===== config.mk =====
export PLATFORM = sky130hd
export DESIGN_NAME = comp_rr_sched
export DESIGN_NICKNAME = d
export VERILOG_FILES = /design/src/rtl/comp_rr_sched.sv
export SDC_FILE = /design/constraint.sdc
export NUM_CORES = 1
export LEC_CHECK = 0
export BUFFER_PORTS_ARGS = -buffer_cell sky130_fd_sc_hd__clkbuf_2
export CAP_MARGIN = 20
export CORE_ASPECT_RATIO = 0.9
export CORE_MARGIN = 2
export CORE_UTILIZATION = 53
export DETAILED_ROUTE_END_ITERATION = 7
export MAX_ROUTING_LAYER = met4
export PLACE_DENSITY = 0.84
export SETUP_SLACK_MARGIN = 0.4
export SYNTH_ARGS = -nofsm -noshare
export SYNTH_HDL_FRONTEND = slang
export SYNTH_SLANG_ARGS = --single-unit

===== constraint.sdc =====
create_clock -name clk -period 4.73 [get_ports clk]
set_input_delay 0.946 -clock clk [delete_from_list [all_inputs] [get_ports clk]]
set_output_delay 0.946 -clock clk [all_outputs]
set_load 0.1 [all_outputs]

===== src/rtl/comp_rr_sched.sv =====
// rtl/comp_rr_sched.sv - round-robin shared bit-serial magnitude comparator
// COMP_EARLY_EXIT_EN: stop comparing at the first differing bit instead of walking all SIZE bits.
module comp_rr_sched #(
  parameter int SIZE = 4,
  parameter int N    = 4,
  parameter int IDW  = 2
) (
  input  logic              clk,
  input  logic              rst_n,
  input  logic [N-1:0]      req,
  input  logic [N*SIZE-1:0] a_bus,
  input  logic [N*SIZE-1:0] b_bus,
  output logic [N-1:0]      gnt,
  output logic              busy,
  output logic              done,
  output logic [IDW-1:0]    done_id,
  output logic              agtb,
  output logic              altb,
  output logic              aeqb
);

  localparam int IW = $clog2(SIZE);

  typedef enum logic [1:0] {
    IDLE,
    CMP,
    DONE
  } state_t;

  state_t          state;
  state_t          state_nx;

  logic [IDW-1:0]  ptr;
  logic [IW-1:0]   idx;
  logic [SIZE-1:0] a_l;
  logic [SIZE-1:0] b_l;
  logic [IDW-1:0]  id_l;

  logic [IDW-1:0]  win;
  logic            win_found;
  logic [IDW-1:0]  ptr_nx;
  int              slot;

  logic            bit_diff;
  logic            last_bit;
  logic            cmp_end;
  logic            have_diff;
  logic            res_gt;

`ifndef COMP_EARLY_EXIT_EN
  // First differing bit seen so far; later bits must not override it.
  logic            diff_seen;
  logic            diff_gt;
`endif

  // Rotating-priority search: first set request at or above ptr, wrapping.
  always_comb begin
    win       = '0;
    win_found = 1'b0;
    slot      = 0;
    for (int k = 0; k < N; k++) begin
      slot = int'(ptr) + k;
      if (slot >= N) slot = slot - N;
      if (!win_found && req[slot]) begin
        win_found = 1'b1;
        win       = IDW'(slot);
      end
    end
  end

  assign ptr_nx   = (win == IDW'(N - 1)) ? '0 : win + 1'b1;
  assign bit_diff = a_l[idx] ^ b_l[idx];
  assign last_bit = (idx == '0);

`ifdef COMP_EARLY_EXIT_EN
  assign cmp_end   = bit_diff | last_bit;
  assign have_diff = bit_diff;
  assign res_gt    = a_l[idx];
`else
  assign cmp_end   = last_bit;
  assign have_diff = diff_seen | bit_diff;
  assign res_gt    = diff_seen ? diff_gt : a_l[idx];
`endif

  assign busy = (state != IDLE);

  always_ff @(posedge clk) begin
    if (!rst_n) begin
      state <= IDLE;
    end else begin
      state <= state_nx;
    end
  end

  always_comb begin
    state_nx = state;
    case (state)
      IDLE:    if (win_found) state_nx = CMP;
      CMP:     if (cmp_end) state_nx = DONE;
      DONE:    state_nx = IDLE;
      default: state_nx = IDLE;
    endcase
  end

  always_ff @(posedge clk) begin
    if (!rst_n) begin
      gnt     <= '0;
      done    <= 1'b0;
      done_id <= '0;
      agtb    <= 1'b0;
      altb    <= 1'b0;
      aeqb    <= 1'b0;
      ptr     <= '0;
      idx     <= IW'(SIZE - 1);
      a_l     <= '0;
      b_l     <= '0;
      id_l    <= '0;
`ifndef COMP_EARLY_EXIT_EN
      diff_seen <= 1'b0;
      diff_gt   <= 1'b0;
`endif
    end else begin
      gnt  <= '0;
      done <= 1'b0;
      case (state)
        IDLE: begin
          if (win_found) begin
            gnt  <= {{(N-1){1'b0}}, 1'b1} << win;
            a_l  <= a_bus[int'(win)*SIZE +: SIZE];
            b_l  <= b_bus[int'(win)*SIZE +: SIZE];
            id_l <= win;
            ptr  <= ptr_nx;
            idx  <= IW'(SIZE - 1);
`ifndef COMP_EARLY_EXIT_EN
            diff_seen <= 1'b0;
            diff_gt   <= 1'b0;
`endif
          end
        end
        CMP: begin
          if (cmp_end) begin
            done    <= 1'b1;
            done_id <= id_l;
            agtb    <= have_diff & res_gt;
            altb    <= have_diff & ~res_gt;
            aeqb    <= ~have_diff;
          end else begin
            idx <= idx - 1'b1;
          end
`ifndef COMP_EARLY_EXIT_EN
          if (!diff_seen && bit_diff) begin
            diff_seen <= 1'b1;
            diff_gt   <= a_l[idx];
          end
`endif
        end
        default: ;
      endcase
    end
  end

endmodule


==> impl_metrics.ini, run 1 <==
[clock_network]
clock_latency_ps = 320
cts_tree = yes
clkTransAtPathRegs_ps = 140
ctsResizeCount = 0
postCtsSetupRepairBufs = 0
cts_buffers = 3
root_buffer = clkbuf_4
cts.sinks = 28
cts_buffer_depth = 2
htreeDepth = 1
cts-hold-fix-buffers = 0

[route]
ant_nets = 0
drc = 0
vias = 1301
routed-wl-met2_um = 1657
routedWlPerCell_um = 13.74
drt_wl_total_um = 3174
drt_pre_antenna_iters = 4
vias_per_cell = 5.632
wl_met1_um = 1317
highest_layer = met4
drtIter0Drc = 43
wl_met3_um = 181

[hold_path]
hp-start = done_id[0]
hp-class = reg2reg

[floorplan]
dieArea_mm2 = 0.003087
core_mm2 = 0.002489
chipWidth_um = 58.35
num_rows = 17
ioPinCount = 49
initial_utilization = 0.5661
die_y_um = 52.91

[yosys]
syn_avg_cell_area_um2 = 9.031
syn_nets = 195
yosysUniqueCellTypes = 39
synth-seq-cells = 28
yosysSeqAreaShare = 0.3979
syn_area_mm2 = 0.001409
syn-instance-count = 156
ys_warn_count = 0

[sta]
finalCritPeriodShare = 0.4809
rsz0062_at_grt = false
fin_ws_ps = 2455
tightest_slew_ps = 749.9
fmax_mhz = 439.6
hold_viol = 0
timing.setup.tns_ps = 0
skew_ps = 4.929
setup_viol = 0
final_max_slew_viol_count = 0
relSlewSlack = 0.5001
period_minus_slack_ps = 2275

[cells_and_area]
finish.net_count = 243
drive_gt1_frac = 0.3153
final_cell_area_mm2 = 0.001697
fin_cells = 231
nFillCells = 206
insertedDiodeCount = 0
areaGrowthSynthToFinish_pct = 20.43

[setup_path]
start_kind = register
regToRegEndpoint = a_l[1]
path_class = reg2out
required_ps = 3780
endpoint = busy
cp_max_fo = 3
cp-startpoint = state[0]
cp-end-kind = output port
r2r-start = ptr[1]
r2r_setup_slack_ps = 2790
r2r_cells = 4
arrival_ps = 1330
critical-path-max-stage-delay_ps = 470
worstPathCellList = or2_1, clkbuf_2
crit_path_top_delay_cell = clkbuf_2

[power]
ir_drop_uv = 222.3
leakagePower_uw = 0.0008084
power_density_mw_per_mm2 = 327.9

[placed_design]
place_hpwl_um = 2470
place_area_mm2 = 0.001649
routabilityCongestion = 0.7648
dp_cells = 226
io_buffers = 48
post-place-ws_ps = 1919

[global_routing]
grt_pass1_vias = 1241
grt_max_degree = 22
antenna_found_initial = 0
grt_pass1_wl_um = 5237
grt_overflow = 0
track_usage = 0.2275

[status]
status = finished clean

[job]
cap_violations = 0
metrics by stage:
stage	hold WS, ps	util	total power, uW
6_report	464.7	0.6818	556.4
5_1_grt	506.8	0.6818	583.4
4_1_cts	465.6	0.6772	556.6
3_5_place_dp	446.5	0.6626	445.1
3_3_place_gp	441.6	0.6626	435.8
2_1_floorplan	432.2	-	406.5
layout make-up:
class | count | area, um2 | share of cell area
Clock buffer | 4 | 36.28 | 0.02139
Inverter | 6 | 22.52 | 0.01327
Multi-Input combinational cell | 116 | 790.8 | 0.4661
Sequential cell | 28 | 560.5 | 0.3304
Tap cell | 28 | 35.03 | 0.02065
Timing Repair Buffer | 49 | 251.5 | 0.1482
cell usage after synthesis (all sizes together):
master / instances / area share
dfxtp: 28 / 0.40
nand2: 16 / 0.043
a21oi: 14 / 0.050
o21ai: 14 / 0.050
mux2i: 12 / 0.085
nor2: 10 / 0.027
mux2: 6 / 0.048
o21a: 6 / 0.032
inv: 5 / 0.013
nand3: 5 / 0.018
clkbuf: 4 / 0.011
and2: 3 / 0.013
nor2b: 3 / 0.013
a21o: 2 / 0.011
a31oi: 2 / 0.0089
buf: 2 / 0.014
mux4: 2 / 0.032
nor3: 2 / 0.0071
o221ai: 2 / 0.025
or2: 2 / 0.0089
a21boi: 1 / 0.0053
and2b: 1 / 0.0053
clkinv: 1 / 0.0027
ha: 1 / 0.0089
nand2b: 1 / 0.0044
nand4: 1 / 0.0044
nor4: 1 / 0.0044
o211a: 1 / 0.0071
o21bai: 1 / 0.0053
o31ai: 1 / 0.0053
o41ai: 1 / 0.012
or2b: 1 / 0.0053
or3: 1 / 0.0044
or3b: 1 / 0.0062
xnor2: 1 / 0.0062
xor2: 1 / 0.0062
state kept, by name, indices dropped and copies added (netlist names):
name       flops
a_l            4
aeqb           1
agtb           1
altb           1
b_l            4
diff_gt        1
diff_seen      1
done           1
done_id        2
gnt            4
id_l           2
idx            2
ptr            2
state          2
how the worst min path moves through the flow:
stage,slack (ps),cells past startpoint,end
final,460,2,done_id[0]
after global routing,510,2,id_l[0]
after CTS,470,2,done_id[0]
after detailed placement,450,2,done_id[0]
after global placement,440,2,aeqb
after floorplan,430,2,done_id[0]
worst max-delay path: cells and delay by family (launching register included):
family | cells | cell delay [ps]
buffers and inverters | 1 | 470
DFF | 1 | 370
and+or+nand+nor | 1 | 160
cells by family (layout without fill, tap and decap cells):
group / count (synthesis) / after routing / synth area share
AND/OR/NAND/NOR: 48 / 48 / 0.1643
AO/OA/AOI/OAI: 45 / 45 / 0.2105
XOR/XNOR: 2 / 2 / 0.01244
adder cells (fa/ha/maj): 1 / 1 / 0.008880
buffers and inverters: 12 / 59 / 0.04084
multiplexers: 20 / 20 / 0.1652
flip-flops: 28 / 28 / 0.3979
report_power, final:
part | leakage, uW | total [uW] | internal [uW] | switching [uW]
Sequential | 0.000230 | 271 | 257 | 14.5
Clock | 0.0000210 | 114 | 47.1 | 67.3
Combinational | 0.000557 | 171 | 70.1 | 101
cell usage in the layout (no fill, tap or decap), types with 2 or more instances in the layout:
cell | synthesis | layout
mux4_2 | 2 | 2
nor2b_1 | 3 | 3
mux2i_1 | 12 | 12
inv_1 | 5 | 5
a21o_1 | 2 | 2
clkbuf_4 | 0 | 3
a21oi_1 | 14 | 14
nand3_1 | 5 | 5
o21ai_0 | 14 | 14
dfxtp_1 | 28 | 28
nor2_1 | 10 | 10
clkbuf_2 | 0 | 48
nor3_1 | 2 | 2
and2_1 | 3 | 3
mux2_2 | 6 | 6
o21a_1 | 6 | 6
a31oi_1 | 2 | 2
nand2_1 | 16 | 16
metal layers:
metal,vias up,track usage
met3,4,0.03178
met1,603,0.2401
met4,0,0.05426
li1,649,-
met2,45,0.4457
met5,-,-
No activity file was read; power rests on OpenSTA's default activity.
==> run 2, diff against run 1 <==
- ABC_AREA: unset -> 1
- CORE_UTILIZATION: 53 -> 52
- PLACE_DENSITY: 0.84 -> 0.79
- clock period: 4.73 -> 2.3 ns (I/O delays scaled with it)
==> run 2 against run 1 <==
  * Sequential share of layout area decreased by 7.4 points
  * Hold slack improved by 15 ps
  * First-iteration DRC count increased to 2.6 times the previous value
  * Clock skew increased by 0.73 ps
  * Power increased to 6.0 times the previous value
  * Area after synthesis increased by 26%
  * Sequential power increased to 2.7 times the previous value
  * Largest power group is now combinational logic
  * Count of clock-buffer cells in the layout decreased by 1
  * Flip-flop and latch count unchanged
  * Register-to-register slack got worse by 2300 ps
  * Largest cell class unchanged
  * Die area increased by 27%
  * Global-route usage decreased by 1.1 points
==> impl_metrics.ini, run 2 <==
[global_routing]
grt_max_degree = 18
antenna_found_initial = 0
grt_pass1_vias = 1534
track_usage = 0.2162
grt_pass1_wl_um = 6472
grt_overflow = 0

[floorplan]
die_y_um = 59.51
dieArea_mm2 = 0.003909
chipWidth_um = 65.68
initial_utilization = 0.5350
core_mm2 = 0.003328
ioPinCount = 49
num_rows = 20

[cells_and_area]
reg.largest.list = a_l x4, b_l x4, gnt x4
finish.net_count = 378
drive_gt1_frac = 0.2633
final_cell_mix = 76 x nand2_1, 48 x clkbuf_2, 45 x nand3_1
insertedDiodeCount = 0
final_cell_area_mm2 = 0.002193
areaGrowthSynthToFinish_pct = 23.19
nFillCells = 322
layout_commonest_cell = nand2_1

[clock_network]
cts_tree = yes
cts_buffers = 3
clkTransAtPathRegs_ps = 100
cts_buffer_depth = 2
root_buffer = clkbuf_8
htreeDepth = 1
cts.sinks = 28
clock_latency_ps = 280

[yosys]
synth_flop_cell = dfxtp_1
syn_avg_cell_area_um2 = 6.225
synthTopCellsByArea = dfxtp_1 31%, nand2_1 16%, nand3_1 13%
yosysUniqueCellTypes = 28
synth.most_common_cell = nand2_1
syn_nets = 325
yosysTopAreaCell = dfxtp_1
syn_area_mm2 = 0.001780
synth_edf_count = 0
ys_warn_count = 0
yosysSeqAreaShare = 0.3148
synth-seq-cells = 28
synth.top_cells.by_count = 78 x nand2_1, 46 x nand3_1, 39 x inv_1, 35 x nor2_1, 28 x dfxtp_1
postSynth.asyncResetShare = 0
syn-instance-count = 286
synth_top_area_share = 0.3148

[sta]
skew_ps = 5.663
setup_viol = 0
relSlewSlack = 0.6419
tightest_slew_ps = 539.5
holdWs_ps = 479.4
hold_viol = 0
period_minus_slack_ps = 1821
timing.setup.tns_ps = 0
fmax_mhz = 549.2
finalCritPeriodShare = 0.7916
rsz0062_at_grt = true
final_max_slew_viol_count = 0

[route]
vias = 1918
routedWlPerCell_um = 10.72
drt_wl_total_um = 4096
drc = 0
drt_pre_antenna_iters = 5
vias_per_cell = 5.021
ant_nets = 0
drtIter0Drc = 110

[placed_design]
routabilityCongestion = 0.8660
place_hpwl_um = 2901
io_buffers = 48
place_area_mm2 = 0.002014

[hold_path]
hp-class = reg2reg

[setup_path]
cp_max_fo = 10
arrival_ps = 1970
start_kind = register
required_ps = 2450
path_buf_inv = 1
critical-path-max-stage-delay_ps = 370
cp-end-kind = register
path_class = reg2reg
cpMostUsedCell = nand2_2
crit_path_top_delay_cell = dfxtp_2
worstPathCellList = buf_6, nand2_2, nand3_2, nand2_2, nor2_4, nand3_4, nand2_4, o21ai_1, o21ai_0, o211ai_1
critical-path-top-delay-family = simple AND/OR/NAND/NOR gates

[job]
cap_violations = 0

[power]
ir_drop_uv = 725.5
leakagePower_uw = 0.001230
power_density_mw_per_mm2 = 1535

[status]
status = finished clean
run 2: layout make-up:
class / count / area [um2] / share of cell area
repair buffers: 55 / 296.5 / 0.1352
inverters: 43 / 168.9 / 0.07701
well taps: 44 / 55.05 / 0.02510
flip-flops and latches: 28 / 563.0 / 0.2567
clock inverters: 1 / 30.03 / 0.01369
clock buffers: 3 / 41.29 / 0.01882
multi-input cells: 208 / 1039 / 0.4735
run 2: worst reg2reg max path, cell delays in order, from the launching register on:
cell,delay (ps)
dfxtp_2,370
buf_6,150
nand2_2,80
nand3_2,130
nand2_2,100
nor2_4,150
nand3_4,170
nand2_4,180
o21ai_1,150
o21ai_0,110
o211ai_1,110
run 2: what timing repair did:
item / CTS / global route
hold endpoints to repair: 0 / 0
pin swaps: 1 / 0
hold buffers: 0 / 0
gates cloned: 1 / 1
gates resized for setup: 1 / 15
setup buffers: 1 / 4
endpoints found under the setup margin: 6 / 18
run 2: power by group:
part | switching [uW] | internal [uW] | total [uW]
combinational | 1510 | 724 | 2240
clock | 157 | 233 | 390
sequential | 99.8 | 640 | 739
total | 1770 | 1600 | 3370
run 2: cells by family (layout without fill, tap and decap cells):
logic type,count (synthesis),after routing,share of synthesized area
simple gates,180,182,0.4666
buf+inv,52,102,0.1335
flops,28,28,0.3148
compound gates,24,24,0.07308
fa+ha+maj,1,1,0.007026
xor+xnor,1,1,0.004920
run 2: worst paths after layout:
path,startpoint,endpoint,slack [ps],cells past startpoint
worst min-delay path,agtb,agtb,480,2
worst max register to register,ptr[0],idx[0],480,10
worst max-delay path,ptr[0],idx[0],480,10
worst min register to register,agtb,agtb,480,2
run 2: metrics by stage:
step	utilization	total power (uW)	setup WS (ps)	cells
after floorplan	-	2458	639.9	286
after global placement	0.6053	2678	305.7	371
after detailed placement	0.6053	2695	268.3	371
after CTS	0.6346	3169	396.9	377
after global routing	0.6590	3660	367.5	382
final	0.6590	3366	479.3	382
run 2: per-layer routing:
metal / routed length [um] / part of all wire / GRT usage
met1: 1868 / 0.46 / 0.2784
met2: 1991 / 0.49 / 0.3593
met3: 205 / 0.050 / 0.03612
met4: 29 / 0.0071 / 0.04464
met5: 0 / 0 / -
==> run 3, diff against run 2 <==
- clock period: 2.3 -> 1.8 ns (I/O delays scaled with it)
==> run 3 against run 2 <==
  * Clock power rose by 29%
  * Register-to-register slack got worse by 610 ps
  * Count of clock-buffer cells in the layout did not move
  * Setup slack got worse by 610 ps
  * Maximum frequency fell by 5.7%
  * Power rose by 62%
  * The flow now finishes with violations (negative setup slack)
  * Sequential share of layout area fell by 3.5 points
  * Non-clock buffer count rose by 10
  * Wire length rose by 43%
==> impl_metrics.ini, run 3 (synthesis results as in run 2) <==
[setup_path]
required_ps = 2020
crit_path_top_delay_cell = dfxtp_4
path_class = reg2reg
worstPathCellList = inv_6, nand2_2, nand3_1, nand2_2, inv_4, nand3_2, nand3_1, nor2_2, buf_6, nand3_1, nand2_1, nor2_1, nor2_1
cp_max_fo = 9
cpMostUsedCell = nand3_1
critical-path-max-stage-delay_ps = 420
cp-end-kind = register
start_kind = register
arrival_ps = 2150

[cells_and_area]
final_cell_mix = 56 x nand2_1, 37 x clkbuf_2, 36 x nand3_1
fin_util = 0.7692
fin_cells = 394
layout_commonest_cell = nand2_1
nFillCells = 224
areaGrowthSynthToFinish_pct = 43.78
finish.net_count = 390
final_cell_area_mm2 = 0.002560
insertedDiodeCount = 0
drive_gt1_frac = 0.4086
reg.largest.list = a_l x4, b_l x4, gnt x4

[clock_network]
clock_latency_ps = 290
htreeDepth = 1
cts-hold-fix-buffers = 0
cts_tree = yes
cts_buffers = 3
cts_buffer_depth = 2
clkTransAtPathRegs_ps = 100
cts.sinks = 28
root_buffer = clkbuf_8

[global_routing]
grt_max_degree = 18
track_usage = 0.2699
grt_pass1_vias = 1810
grt_pass1_wl_um = 7900
grt_overflow = 0
antenna_found_initial = 0

[floorplan]
die_y_um = 59.51
dieArea_mm2 = 0.003909
num_rows = 20
chipWidth_um = 65.68
ioPinCount = 49
initial_utilization = 0.5350
core_mm2 = 0.003328

[placed_design]
dp_cells = 376
io_buffers = 48
place_area_mm2 = 0.002088
routabilityCongestion = 0.8993
place_hpwl_um = 3174
post-place-ws_ps = -37.59

[sta]
finalCritPeriodShare = 1.072
relSlewSlack = 0.7259
hold_viol = 0
final_max_slew_viol_count = 0
setup_viol = 11
holdWs_ps = 406.3
rsz0062_at_grt = true
fmax_mhz = 518.0
skew_ps = 9.140
period_minus_slack_ps = 1930
fin_ws_ps = -130.4
tightest_slew_ps = 410.7

[power]
ir_drop_uv = 924.4
leakagePower_uw = 0.001348
power_density_mw_per_mm2 = 2130

[route]
drc = 0
ant_nets = 0
vias_per_cell = 5.635
drt_pre_antenna_iters = 6
vias = 2220
routedWlPerCell_um = 14.82
drt_wl_total_um = 5841
drtIter0Drc = 230

[job]
cap_violations = 0

[hold_path]
hp-class = in2reg

[status]
failed_checks = negative setup slack
status = finished with violations
[run 3: final timing paths]
path              endpoint  cells after the start  slack, ps      start
setup / recovery    a_l[2]                     13       -130     ptr[0]
hold / removal      b_l[3]                      5        410  b_bus[11]
setup reg to reg    a_l[2]                     13       -130     ptr[0]
hold reg to reg       agtb                      2        470       agtb
[run 3: area by class of cell]
cell class / instances / area (um2) / share of cell area
multi-input cells: 210 / 1244 / 0.4858
inverters: 43 / 181.4 / 0.07087
clock buffers: 3 / 41.29 / 0.01613
repair buffers: 65 / 441.7 / 0.1725
clock inverters: 1 / 30.03 / 0.01173
flip-flops and latches: 28 / 566.8 / 0.2214
well taps: 44 / 55.05 / 0.02151
[run 3: power breakdown]
group | internal, uW | switching [uW] | leakage [uW]
sequential | 823 | 149 | 0.000231
clock | 298 | 206 | 0.0000357
combinational | 1400 | 2580 | 0.00108
[run 3: through the flow]
| step | setup TNS, ps | total power [uW] |
|---|---|---|
| after floorplan | 0 | 3228 |
| after global placement | 0 | 3579 |
| after detailed placement | -183.9 | 3630 |
| after CTS | 0 | 4625 |
| after global routing | -1320 | 5741 |
| final | -507.7 | 5454 |
[run 3: timing repair]
item,CTS,global route
resized for setup,57,37
endpoints found under the hold margin,0,0
buffers inserted,3,5
pin swaps,20,23
setup endpoints to repair,38,25
gates cloned,4,2
[run 3: critical path: cells and delay by family (launching register included)]
family | cells | cell delay [ps]
buffers and inverters | 3 | 310
DFF | 1 | 420
and+or+nand+nor | 10 | 1130
[run 3: metal layers]
metal / wire [um] / up-vias / GRT usage
met4: 327 / 0 / 0.08631
met3: 421 / 50 / 0.04373
met2: 2785 / 127 / 0.4574
li1: - / 1037 / -
met1: 2307 / 1006 / 0.3294
met5: 0 / - / -
